[src/rtl/phase_dac_serializer_pkg.sv]
`default_nettype none
// ============================================================================
//  Module   : phase_dac_serializer_pkg
//  Purpose  : Shared types and constants for the phase DAC serializer:
//             frame FSM state encoding, default DAC_W/CLK_DIV/CS_HOLD values
//             and the modular phase-plus-offset helper.
//  Ports    : none (package)
//  Revision : 1.0 - initial release
// ============================================================================
package phase_dac_serializer_pkg;

  // Frame sequencer states
  typedef enum logic [1:0] {
    ST_IDLE  = 2'd0,
    ST_LOAD  = 2'd1,
    ST_SHIFT = 2'd2,
    ST_HOLD  = 2'd3
  } state_t;

  localparam int c_DEF_DAC_W   = 16;
  localparam int c_DEF_CLK_DIV = 2;
  localparam int c_DEF_CS_HOLD = 4;
  localparam int c_PHASE_W     = 32;

  // Phase word plus offset, wrapping modulo 2^32 (carry out is discarded)
  function automatic logic [c_PHASE_W-1:0] phase_add(
    input logic [c_PHASE_W-1:0] a,
    input logic [c_PHASE_W-1:0] b
  );
    return a + b;
  endfunction

endpackage : phase_dac_serializer_pkg
`default_nettype wire

[src/rtl/phase_dac_serializer_if.sv]
`default_nettype none
// ============================================================================
//  Module   : phase_dac_serializer_if
//  Purpose  : Bundles the phase-word input, update strobe, enable, the SPI
//             DAC pins and the status outputs of the phase DAC serializer.
//  Ports    : (interface signals, named from the serializer's point of view)
//             i_phaseRamp  [31:0]  phase word from the ramp stage
//             i_ramp_sync          one-cycle strobe qualifying i_phaseRamp
//             i_dac_offset [31:0]  offset added before truncation
//             i_dac_en             0 blocks new frames
//             o_dac_sclk/o_dac_sdi/o_dac_cs_n  SPI pins
//             o_busy, o_done, o_overrun, o_dac_word[DAC_W-1:0]  status
//  Modports : slave  - the serializer
//             master - the block feeding the serializer
//  Revision : 1.0 - initial release
// ============================================================================
interface phase_dac_serializer_if
  import phase_dac_serializer_pkg::*;
#(
  parameter int DAC_W = c_DEF_DAC_W
);

  logic [31:0]      i_phaseRamp;
  logic             i_ramp_sync;
  logic [31:0]      i_dac_offset;
  logic             i_dac_en;
  logic             o_dac_sclk;
  logic             o_dac_sdi;
  logic             o_dac_cs_n;
  logic             o_busy;
  logic             o_done;
  logic             o_overrun;
  logic [DAC_W-1:0] o_dac_word;

  modport slave (
    input  i_phaseRamp, i_ramp_sync, i_dac_offset, i_dac_en,
    output o_dac_sclk, o_dac_sdi, o_dac_cs_n, o_busy, o_done, o_overrun,
           o_dac_word
  );

  modport master (
    output i_phaseRamp, i_ramp_sync, i_dac_offset, i_dac_en,
    input  o_dac_sclk, o_dac_sdi, o_dac_cs_n, o_busy, o_done, o_overrun,
           o_dac_word
  );

endinterface : phase_dac_serializer_if
`default_nettype wire

[src/rtl/phase_dac_serializer_spi_bit_timer.sv]
`default_nettype none
// ============================================================================
//  Module   : spi_bit_timer
//  Purpose  : SCLK divider and bit counter for the DAC serializer. While
//             i_run is high it produces a low half-period of CLK_DIV cycles
//             followed by a high half-period of CLK_DIV cycles, DAC_W times.
//             Strobes are combinational and announce the SCLK edge that the
//             parent registers on the next i_clk edge.
//  Ports    : i_clk, i_rst      clock, asynchronous active-high reset
//             i_run             count while high, clear while low
//             o_sclk_rise       SCLK goes high at the next edge
//             o_sclk_fall       SCLK goes low at the next edge
//             o_last_bit        o_sclk_fall of the final bit of the frame
//  Revision : 1.0 - initial release
// ============================================================================
module spi_bit_timer #(
  parameter int DAC_W   = 16,
  parameter int CLK_DIV = 2     // legal range 1..255
) (
  input  logic i_clk,
  input  logic i_rst,
  input  logic i_run,
  output logic o_sclk_rise,
  output logic o_sclk_fall,
  output logic o_last_bit
);

  localparam int c_DIV_W = (CLK_DIV > 1) ? $clog2(CLK_DIV) : 1;
  localparam int c_BIT_W = (DAC_W > 1) ? $clog2(DAC_W) : 1;
  localparam logic [c_DIV_W-1:0] c_DIV_LAST = c_DIV_W'(CLK_DIV - 1);
  localparam logic [c_BIT_W-1:0] c_BIT_LAST = c_BIT_W'(DAC_W - 1);

  logic [c_DIV_W-1:0] r_div;
  logic [c_BIT_W-1:0] r_bit;
  logic               r_high;     // current SCLK half-period is the high one
  logic               w_div_end;
  logic               w_bit_last;

  assign w_div_end  = i_run && (r_div == c_DIV_LAST);
  assign w_bit_last = (r_bit == c_BIT_LAST);

  assign o_sclk_rise = w_div_end && !r_high;
  assign o_sclk_fall = w_div_end && r_high;
  assign o_last_bit  = o_sclk_fall && w_bit_last;

  always_ff @(posedge i_clk or posedge i_rst) begin
    if (i_rst) begin
      r_div  <= '0;
      r_bit  <= '0;
      r_high <= 1'b0;
    end else if (!i_run) begin
      r_div  <= '0;
      r_bit  <= '0;
      r_high <= 1'b0;
    end else if (w_div_end) begin
      r_div  <= '0;
      r_high <= ~r_high;
      // A bit period ends on the falling half
      if (r_high) begin
        r_bit <= w_bit_last ? '0 : r_bit + 1'b1;
      end
    end else begin
      r_div <= r_div + 1'b1;
    end
  end

endmodule : spi_bit_timer
`default_nettype wire

[src/rtl/phase_dac_serializer.sv]
`default_nettype none
// ============================================================================
//  Module   : phase_dac_serializer
//  Purpose  : Converts the feedback phase word (plus offset) into an
//             MSB-aligned DAC_W-bit word and shifts it out to an SPI DAC.
//             Frame: LOAD (1 cycle) -> SHIFT (2*CLK_DIV*DAC_W cycles) ->
//             HOLD (CS_HOLD cycles, CS high) -> o_done pulse back in IDLE.
//             Strobes arriving while busy are kept in a one-deep pending
//             register; overwriting a pending word sets sticky o_overrun.
//  Ports    : i_clk   sole clock, rising edge
//             i_rst   asynchronous active-high reset
//             bus     phase_dac_serializer_if.slave (phase input, enable,
//                     SPI pins, busy/done/overrun status, last word)
//  Revision : 1.0 - initial release
// ============================================================================
module phase_dac_serializer
  import phase_dac_serializer_pkg::*;
#(
  parameter int DAC_W   = c_DEF_DAC_W,    // 1..32
  parameter int CLK_DIV = c_DEF_CLK_DIV,  // 1..255
  parameter int CS_HOLD = c_DEF_CS_HOLD   // >= 1
) (
  input  logic                  i_clk,
  input  logic                  i_rst,
  phase_dac_serializer_if.slave bus
);

  localparam int c_HOLD_W = (CS_HOLD > 1) ? $clog2(CS_HOLD) : 1;
  localparam logic [c_HOLD_W-1:0] c_HOLD_LAST = c_HOLD_W'(CS_HOLD - 1);

  state_t               r_state;
  state_t               w_state_nxt;

  logic [c_PHASE_W-1:0] w_sum;
  logic [DAC_W-1:0]     w_word;
  logic                 w_unused_sum;

  logic                 w_start;
  logic [DAC_W-1:0]     w_start_word;
  logic                 w_hold_end;
  logic                 w_run;
  logic                 w_sclk_rise;
  logic                 w_sclk_fall;
  logic                 w_last_bit;

  logic                 r_pend_valid;
  logic [DAC_W-1:0]     r_pend_word;
  logic [DAC_W-1:0]     r_shreg;
  logic [DAC_W-1:0]     r_word_act;
  logic [DAC_W-1:0]     r_dac_word;
  logic [c_HOLD_W-1:0]  r_hold;
  logic                 r_sclk;
  logic                 r_cs_n;
  logic                 r_busy;
  logic                 r_done;
  logic                 r_overrun;

  // --------------------------------------------------------------------------
  // Word formation: wrap-around add, keep the top DAC_W bits
  // --------------------------------------------------------------------------
  assign w_sum        = phase_add(bus.i_phaseRamp, bus.i_dac_offset);
  assign w_word       = w_sum[c_PHASE_W-1 -: DAC_W];
  // Lower sum bits are intentionally discarded by the truncation
  assign w_unused_sum = ^w_sum;

  // --------------------------------------------------------------------------
  // SCLK timing
  // --------------------------------------------------------------------------
  assign w_run = (r_state == ST_SHIFT);

  spi_bit_timer #(
    .DAC_W   (DAC_W),
    .CLK_DIV (CLK_DIV)
  ) u_bit_timer (
    .i_clk       (i_clk),
    .i_rst       (i_rst),
    .i_run       (w_run),
    .o_sclk_rise (w_sclk_rise),
    .o_sclk_fall (w_sclk_fall),
    .o_last_bit  (w_last_bit)
  );

  // --------------------------------------------------------------------------
  // Frame FSM
  // --------------------------------------------------------------------------
  always_ff @(posedge i_clk or posedge i_rst) begin
    if (i_rst) begin
      r_state <= ST_IDLE;
    end else begin
      r_state <= w_state_nxt;
    end
  end

  always_comb begin
    w_state_nxt  = r_state;
    w_start      = 1'b0;
    w_start_word = r_pend_word;
    w_hold_end   = 1'b0;
    case (r_state)
      ST_IDLE: begin
        // A fresh strobe takes priority over a pending word
        if (bus.i_dac_en && (bus.i_ramp_sync || r_pend_valid)) begin
          w_start      = 1'b1;
          w_start_word = bus.i_ramp_sync ? w_word : r_pend_word;
          w_state_nxt  = ST_LOAD;
        end
      end
      ST_LOAD: begin
        w_state_nxt = ST_SHIFT;
      end
      ST_SHIFT: begin
        if (w_last_bit) begin
          w_state_nxt = ST_HOLD;
        end
      end
      ST_HOLD: begin
        if (r_hold == c_HOLD_LAST) begin
          w_hold_end  = 1'b1;
          w_state_nxt = ST_IDLE;
        end
      end
      default: begin
        w_state_nxt = ST_IDLE;
      end
    endcase
  end

  // --------------------------------------------------------------------------
  // Pending word and overrun flag
  // --------------------------------------------------------------------------
  always_ff @(posedge i_clk or posedge i_rst) begin
    if (i_rst) begin
      r_pend_valid <= 1'b0;
      r_pend_word  <= '0;
      r_overrun    <= 1'b0;
    end else if (!bus.i_dac_en) begin
      // Disabled: strobes are ignored and any queued word is discarded
      r_pend_valid <= 1'b0;
    end else if (bus.i_ramp_sync && (r_state != ST_IDLE)) begin
      r_pend_word  <= w_word;
      r_pend_valid <= 1'b1;
      if (r_pend_valid) begin
        r_overrun <= 1'b1;
      end
    end else if (w_start) begin
      r_pend_valid <= 1'b0;
      // Strobe in IDLE with a word still queued: the queued word is lost
      if (bus.i_ramp_sync && r_pend_valid) begin
        r_overrun <= 1'b1;
      end
    end
  end

  // --------------------------------------------------------------------------
  // Datapath: shift register, SPI pins, hold counter, status
  // --------------------------------------------------------------------------
  always_ff @(posedge i_clk or posedge i_rst) begin
    if (i_rst) begin
      r_shreg    <= '0;
      r_word_act <= '0;
      r_dac_word <= '0;
      r_hold     <= '0;
      r_sclk     <= 1'b0;
      r_cs_n     <= 1'b1;
      r_busy     <= 1'b0;
      r_done     <= 1'b0;
    end else begin
      if (w_start) begin
        r_shreg    <= w_start_word;
        r_word_act <= w_start_word;
      end else if (w_sclk_fall) begin
        // SDI advances together with the falling SCLK edge
        r_shreg <= r_shreg << 1;
      end

      if (w_sclk_rise) begin
        r_sclk <= 1'b1;
      end else if (w_sclk_fall) begin
        r_sclk <= 1'b0;
      end

      if (r_state == ST_HOLD) begin
        r_hold <= r_hold + 1'b1;
      end else begin
        r_hold <= '0;
      end

      r_cs_n <= !((w_state_nxt == ST_LOAD) || (w_state_nxt == ST_SHIFT));
      r_busy <= (w_state_nxt != ST_IDLE);
      r_done <= w_hold_end;

      if (w_hold_end) begin
        r_dac_word <= r_word_act;
      end
    end
  end

  assign bus.o_dac_sclk = r_sclk;
  assign bus.o_dac_sdi  = r_shreg[DAC_W-1];
  assign bus.o_dac_cs_n = r_cs_n;
  assign bus.o_busy     = r_busy;
  assign bus.o_done     = r_done;
  assign bus.o_overrun  = r_overrun;
  assign bus.o_dac_word = r_dac_word;

endmodule : phase_dac_serializer
`default_nettype wire

[src/flat_wrapper.sv]
// flat-port wrapper written by rule: the top's interface ports become plain ports
module phase_dac_serializer_flat import phase_dac_serializer_pkg::*;
#(
  parameter int DAC_W   = c_DEF_DAC_W,            
  parameter int CLK_DIV = c_DEF_CLK_DIV,           
  parameter int CS_HOLD = c_DEF_CS_HOLD          
)
  (i_clk, i_rst, bus_i_phaseRamp, bus_i_ramp_sync, bus_i_dac_offset, bus_i_dac_en, bus_o_dac_sclk, bus_o_dac_sdi, bus_o_dac_cs_n, bus_o_busy, bus_o_done, bus_o_overrun, bus_o_dac_word);
  phase_dac_serializer_if #(.DAC_W(DAC_W)) bus_i ();
  input  logic i_clk;
  input  logic i_rst;
  input wire logic [$bits(bus_i.i_phaseRamp)-1:0] bus_i_phaseRamp;
  input wire logic [$bits(bus_i.i_ramp_sync)-1:0] bus_i_ramp_sync;
  input wire logic [$bits(bus_i.i_dac_offset)-1:0] bus_i_dac_offset;
  input wire logic [$bits(bus_i.i_dac_en)-1:0] bus_i_dac_en;
  output wire logic [$bits(bus_i.o_dac_sclk)-1:0] bus_o_dac_sclk;
  output wire logic [$bits(bus_i.o_dac_sdi)-1:0] bus_o_dac_sdi;
  output wire logic [$bits(bus_i.o_dac_cs_n)-1:0] bus_o_dac_cs_n;
  output wire logic [$bits(bus_i.o_busy)-1:0] bus_o_busy;
  output wire logic [$bits(bus_i.o_done)-1:0] bus_o_done;
  output wire logic [$bits(bus_i.o_overrun)-1:0] bus_o_overrun;
  output wire logic [$bits(bus_i.o_dac_word)-1:0] bus_o_dac_word;
  assign bus_i.i_phaseRamp = bus_i_phaseRamp;
  assign bus_i.i_ramp_sync = bus_i_ramp_sync;
  assign bus_i.i_dac_offset = bus_i_dac_offset;
  assign bus_i.i_dac_en = bus_i_dac_en;
  assign bus_o_dac_sclk = bus_i.o_dac_sclk;
  assign bus_o_dac_sdi = bus_i.o_dac_sdi;
  assign bus_o_dac_cs_n = bus_i.o_dac_cs_n;
  assign bus_o_busy = bus_i.o_busy;
  assign bus_o_done = bus_i.o_done;
  assign bus_o_overrun = bus_i.o_overrun;
  assign bus_o_dac_word = bus_i.o_dac_word;
  phase_dac_serializer #(.DAC_W(DAC_W), .CLK_DIV(CLK_DIV), .CS_HOLD(CS_HOLD)) u_core (.i_clk(i_clk), .i_rst(i_rst), .bus(bus_i));
endmodule
[config.mk]
export PLATFORM = sky130hd
export DESIGN_NAME = phase_dac_serializer_flat
export DESIGN_NICKNAME = d
export VERILOG_FILES = /design/src/rtl/phase_dac_serializer_pkg.sv /design/src/rtl/phase_dac_serializer_if.sv /design/src/rtl/phase_dac_serializer_spi_bit_timer.sv /design/src/rtl/phase_dac_serializer.sv /design/src/flat_wrapper.sv
export SDC_FILE = /design/constraint.sdc
export NUM_CORES = 1
export LEC_CHECK = 0
export ABC_AREA = 1
export BUFFER_PORTS_ARGS = -buffer_cell sky130_fd_sc_hd__buf_2
export CAP_MARGIN = 0
export CORE_MARGIN = 4
export CORE_UTILIZATION = 50
export DETAILED_ROUTE_END_ITERATION = 6
export HOLD_SLACK_MARGIN = 0.03
export PLACE_DENSITY = 0.73
export SYNTH_ARGS = -nofsm -noshare
export SYNTH_HDL_FRONTEND = slang
export SYNTH_SLANG_ARGS = --single-unit
[constraint.sdc]
create_clock -name i_clk -period 7.65 [get_ports i_clk]
set_input_delay 1.9125 -clock i_clk [delete_from_list [all_inputs] [get_ports i_clk]]
set_output_delay 1.9125 -clock i_clk [all_outputs]
set_load 0.1 [all_outputs]
## After elaboration in Yosys (flattened, before gate mapping)

Index checks and enable logic that the tools add are counted.

- Add/sub/neg operators: 4
- Equality and inequality tests: 11
- Muxes and demuxes: 31
- Bitwise operators: 1
- Reductions and logical operators: 21

Operators with widths:

| cell | count |
|---|---|
| $mux 16 | 5 |
| $add 32x32->32 | 1 |
| $mux 1 | 17 |
| $mux 4 | 4 |
| $reduce_bool 2->1 | 6 |
| $eq 2x2->1 const B | 4 |
| $mux 2 | 4 |
| $pmux 2 s4 | 1 |
| $logic_and 1x1->1 | 7 |
| $ne 2x1->1 const B | 3 |
| $add 4x1->4 const B | 1 |
| $eq 2x1->1 const B | 2 |
| $eq 4x4->1 const B | 1 |
| $reduce_and 2->1 | 2 |
| $reduce_and 4->1 | 1 |
| $ne 3x1->1 const B | 1 |
| $add 2x1->2 const B | 1 |
| $logic_not 1->1 | 2 |
| $logic_not 2->1 | 1 |
| $logic_or 1x1->1 | 2 |
| $add 1x1->1 const B | 1 |
| $not 1->1 | 1 |

- Register bits after elaboration: 80
- Input bits: 68
- Output and inout port bits: 22
- Logic and storage cells: 83

## Longest topological paths before layout

- Word-level depth: 9
- Gate-level depth with buffers: 15
- Mapped depth without buffers: 15

## Modules after synthesis

Synthesis repeated with hierarchy kept, for this count alone.

- Cells, all modules: 865
- Area, all modules: 5647.9 um2

Modules (own cells, without submodules):

| module | times used | cells each | area each (um2) | seq. area each (um2) |
|---|---|---|---|---|
| phase_dac_serializer | 1 | 828 | 5355.1 | 1853.0 |
| spi_bit_timer | 1 | 37 | 292.8 | 150.1 |

## Worst setup path before layout

OpenSTA, ideal clock, no wires.

- Path kind: input -> register
- From: in bus_i_dac_offset[17]
- To: reg u_core.r_word_act[12]
- Arrival: 3.145 ns
- Required time: 7.528 ns
- Slack: 4.383 ns
- Cell stages on the path: 13
- Cells stage by stage: ha_1 nand2_1 inv_2 nand2_1 inv_1 nand2_1 nand2_1 a21oi_1 nand2_1 nand2_2 nand3_2 nand2_2 o21ai_1

- Longest elaborated chain between the ends: 4

Ends and longest elaborated chain:

| item | line | source |
|---|---|---|
| start, declared | flat_wrapper.sv:14 | `input wire logic [$bits(bus_i.i_dac_offset)-1:0] bus_i_dac_offset;` |
| $add 32x32->32 | phase_dac_serializer_pkg.sv:30 | `return a + b;` |
| $mux 16 | phase_dac_serializer.sv:104 | `w_start_word = bus.i_ramp_sync ? w_word : r_pend_word;` |
| $mux 16 | phase_dac_serializer.sv:102 | `if (bus.i_dac_en && (bus.i_ramp_sync \|\| r_pend_valid)) begin` |
| $mux 16 | phase_dac_serializer.sv:99 | `case (r_state)` |
| end signal, assigned | phase_dac_serializer.sv:170 | `r_word_act <= w_start_word;` |
| end, declared | phase_dac_serializer.sv:49 | `logic [DAC_W-1:0] r_word_act;` |

No other way between the ends.
A chain may end at the register's enable or synchronous reset.

## Worst setup path after layout

- From: in bus_i_dac_offset[19]
- To: reg u_core.r_shreg[8]

- Longest elaborated chain between the ends: 5

Ends and longest elaborated chain:

| item | line | source |
|---|---|---|
| $add 32x32->32 | phase_dac_serializer_pkg.sv:30 |  |
| $mux 16 | phase_dac_serializer.sv:104 |  |
| $mux 16 | phase_dac_serializer.sv:102 |  |
| $mux 16 | phase_dac_serializer.sv:99 |  |
| $mux 16 | phase_dac_serializer.sv:168 | `if (w_start) begin` |
| end signal, assigned | phase_dac_serializer.sv:169 | `r_shreg <= w_start_word;` |
| end signal, assigned | phase_dac_serializer.sv:173 | `r_shreg <= r_shreg << 1;` |
| end, declared | phase_dac_serializer.sv:48 | `logic [DAC_W-1:0] r_shreg;` |

No other way between the ends.

==> results.ini <==
[synthesis]
synth_compound_area_frac = 0.108
yosys_warnings = 0
synth-simple-area-share = 0.343
yosys.cell_types.count = 31
synthTopCellsByArea = dfrtp_1 35%, nand2_1 17%, inv_1 9.7%, ha_1 7.3%, nor2_1 6.6%
synthesis.area_sq_um = 5680
synth_flop_cell = dfrtp_1
synth_top_cells_by_count = 264 x nand2_1, 146 x inv_1, 100 x nor2_1
synth_top_area_cell = dfrtp_1
synth_top_area_share = 0.348
muxShareOfSynthArea = 0
synth_edf_count = 0
synthArstFlopShare = 1.00
syn_avg_cell_area_sq_um = 6.58
yosys.area_share.xor_xnor = 0.00463
synthAdderAreaFrac = 0.0727
synth_nets = 964
synthCells = 863
ys_seq_elements = 80
synth.yosys.seq_area_share = 0.353
synth_top_family_by_area = simple AND/OR/NAND/NOR gates
synthMostInstantiatedCell = nand2_1

[run_status]
status = finished, final reports clean

[route]
initialDrtViolationCount = 401
wl_microns = 13900
ant_nets = 0
drc = 0
via_per_inst = 5.01
routed-via-count = 5482
drtPass1Iterations = 5
wire_per_inst_microns = 12.7

[timing]
final-setup-viol-count = 0
worst_pin_slew_ns = 1.16
drv_slew = 0
hold_viol = 0
tns_ns = 0
maxSlewHeadroom = 0.225
fmax_mhz = 286
skew_ns = 0.00655
min_period_over_period = 0.458
rsz0062_at_grt = no
fin_crit_ns = 3.50

[cells_and_area]
finalNonFillerCells = 1095
drive_gt1_frac = 0.175
multi_input_area_sq_um = 3000
regArea_sq_um = 2000
area_growth_pct = 15.1
fin_nets = 1051
antenna_cells = 0
nFillCells = 1114

[clock_tree]
cts_tree = yes
cts_max_level = 3
post-cts-setup-buffer-count = 0
hold_buffers = 0
clock-sinks = 80
cts_root_buf = clkbuf_16
clk_latency_ns = 0.33
cts-resized-gates = 0
numCtsBuffers = 9
clockBufferDepth = 2
clk_pin_slew_worst_paths_ns = 0.06

[place]
dp.cells = 1079
portBuffers = 89
dp_hpwl_microns = 11100
gp_congestion = 1.02

[worst_setup_path]
cp_cell_sequence = buf_2 -> ha_1 -> nand2_1 -> inv_2 -> nand2_1 -> nand2_1 -> nand2_1 -> nand2_1 -> a21oi_1 -> nand3_1 -> nand3_1 -> nand2_1 -> a21oi_1
path_buf_inv = 2
worst_r2r_path_depth = 8
crit_top_cell = nand2_1
cp_slowest_stage_delay_ns = 0.37
crit_type = primary input to flip-flop
setup.worst_path.start_class = primary input
cp_slowest_cell = ha_1
cp-end-kind = flip-flop
crit_fanout = 5
crit_start = bus_i_dac_offset[19]
rrSetupSlack_ns = 5.40
arrival_ns = 3.75
worst-path-stages = 13
regToRegStartpoint = u_core.r_state[0]
crit_required_ns = 7.90
crit_family = simple AND/OR/NAND/NOR gates

[grt]
grt_max_degree = 81
grt_pass1_wl_microns = 23400
first_global_vias = 5050
grtUsageTotal = 0.223
grt-ovfl-total = 0
antenna_found_initial = 0

[min_path]
min_from = u_core.r_hold[0]
hp-class = flip-flop to flip-flop
hold_depth = 1

[floorplanning]
num_rows = 38
core_sq_um = 11000
floorplan.initialDensity = 0.517
dieArea_sq_um = 13100
io_pins = 90
die_w_microns = 115
die_h_microns = 115

[power]
p_leak_nw = 3.70
ir_drop_mv = 0.137
power_density_nw_per_um2 = 170

[flow_run]
maxCapViolations = 0

## layout make-up
type                    instances  share of cell area
well taps                     140              0.0268
multi-input cells             605               0.459
clock buffers                  10              0.0350
inverters                     164              0.0942
repair buffers                 90              0.0693
flip-flops and latches         80               0.306
clock inverters                 6             0.00919
## stage by stage
step | hold WS [ns] | utilization | total power [mW] | setup WS (ns) | instance area, sq um
after CTS | 0.439 | 0.595 | 1.12 | 4.25 | 6540
after detailed placement | 0.432 | 0.569 | 0.704 | 3.91 | 6250
after global routing | 0.454 | 0.595 | 1.18 | 4.00 | 6540
after global placement | 0.426 | 0.569 | 0.702 | 3.88 | 6250
final | 0.439 | 0.595 | 1.11 | 4.15 | 6540
after floorplan | 0.410 | - | 0.636 | 3.69 | 5680
## worst reg2reg max path, stage by stage, from the launching register on
cell	delay (ns)
dfrtp_1	0.39
nor2_1	0.39
inv_2	0.15
nor2_4	0.36
inv_2	0.33
o221ai_1	0.20
inv_2	0.05
ha_1	0.28
inv_1	0.05
## cells by family (layout without fill, tap and decap cells)
kind of cell    after synthesis  after routing
simple gates                459            459
buf+inv                     178            270
compound gates              110            110
flops                        80             80
fa+ha+maj                    33             33
xor+xnor                      3              3
## placed cells by master, fill, tap and decap left out, types with 7 or more instances in the layout
master	count
o21ai_0	45
clkbuf_16	9
nand3_1	44
inv_1	145
inv_2	18
buf_2	89
a21oi_1	31
nor3_2	7
ha_1	33
nand2_1	264
nor2_1	99
a31oi_1	15
nor2_2	15
dfrtp_1	79
nand2_2	12
## where the power goes
part / leakage, nW / switching [mW] / internal, mW
clock network: 0.138 / 0.160 / 0.251
logic: 2.58 / 0.161 / 0.0845
registers: 0.984 / 0.00984 / 0.445
## path summary, 6_finish.rpt
kind | end
min in group asynchronous | u_core.bus.o_dac_word[10]
max in group asynchronous | u_core.bus.o_done
worst min register to register | u_core.r_hold[0]
worst max register to register | u_core.bus.o_dac_cs_n
worst min-delay path | u_core.r_hold[0]
worst max-delay path | u_core.r_shreg[8]
## per-layer routing
layer	vias up	wire length (microns)	global-route usage
li1	2843	-	-
met1	2435	6300	0.319
met2	191	6160	0.349
met3	13	1200	0.0428
met4	0	199	0.0530
met5	-	0	0
## registers in the layout, summed over array words and instances (netlist names), 2 cells and up
name                      cells
u_core.r_hold                 2
u_core.r_shreg               16
u_core.r_pend_word           16
u_core.bus.o_dac_word        16
u_core.r_word_act            16
u_core.r_state                2
u_core.u_bit_timer.r_bit      4
No activity file was read; power rests on OpenSTA's default activity.
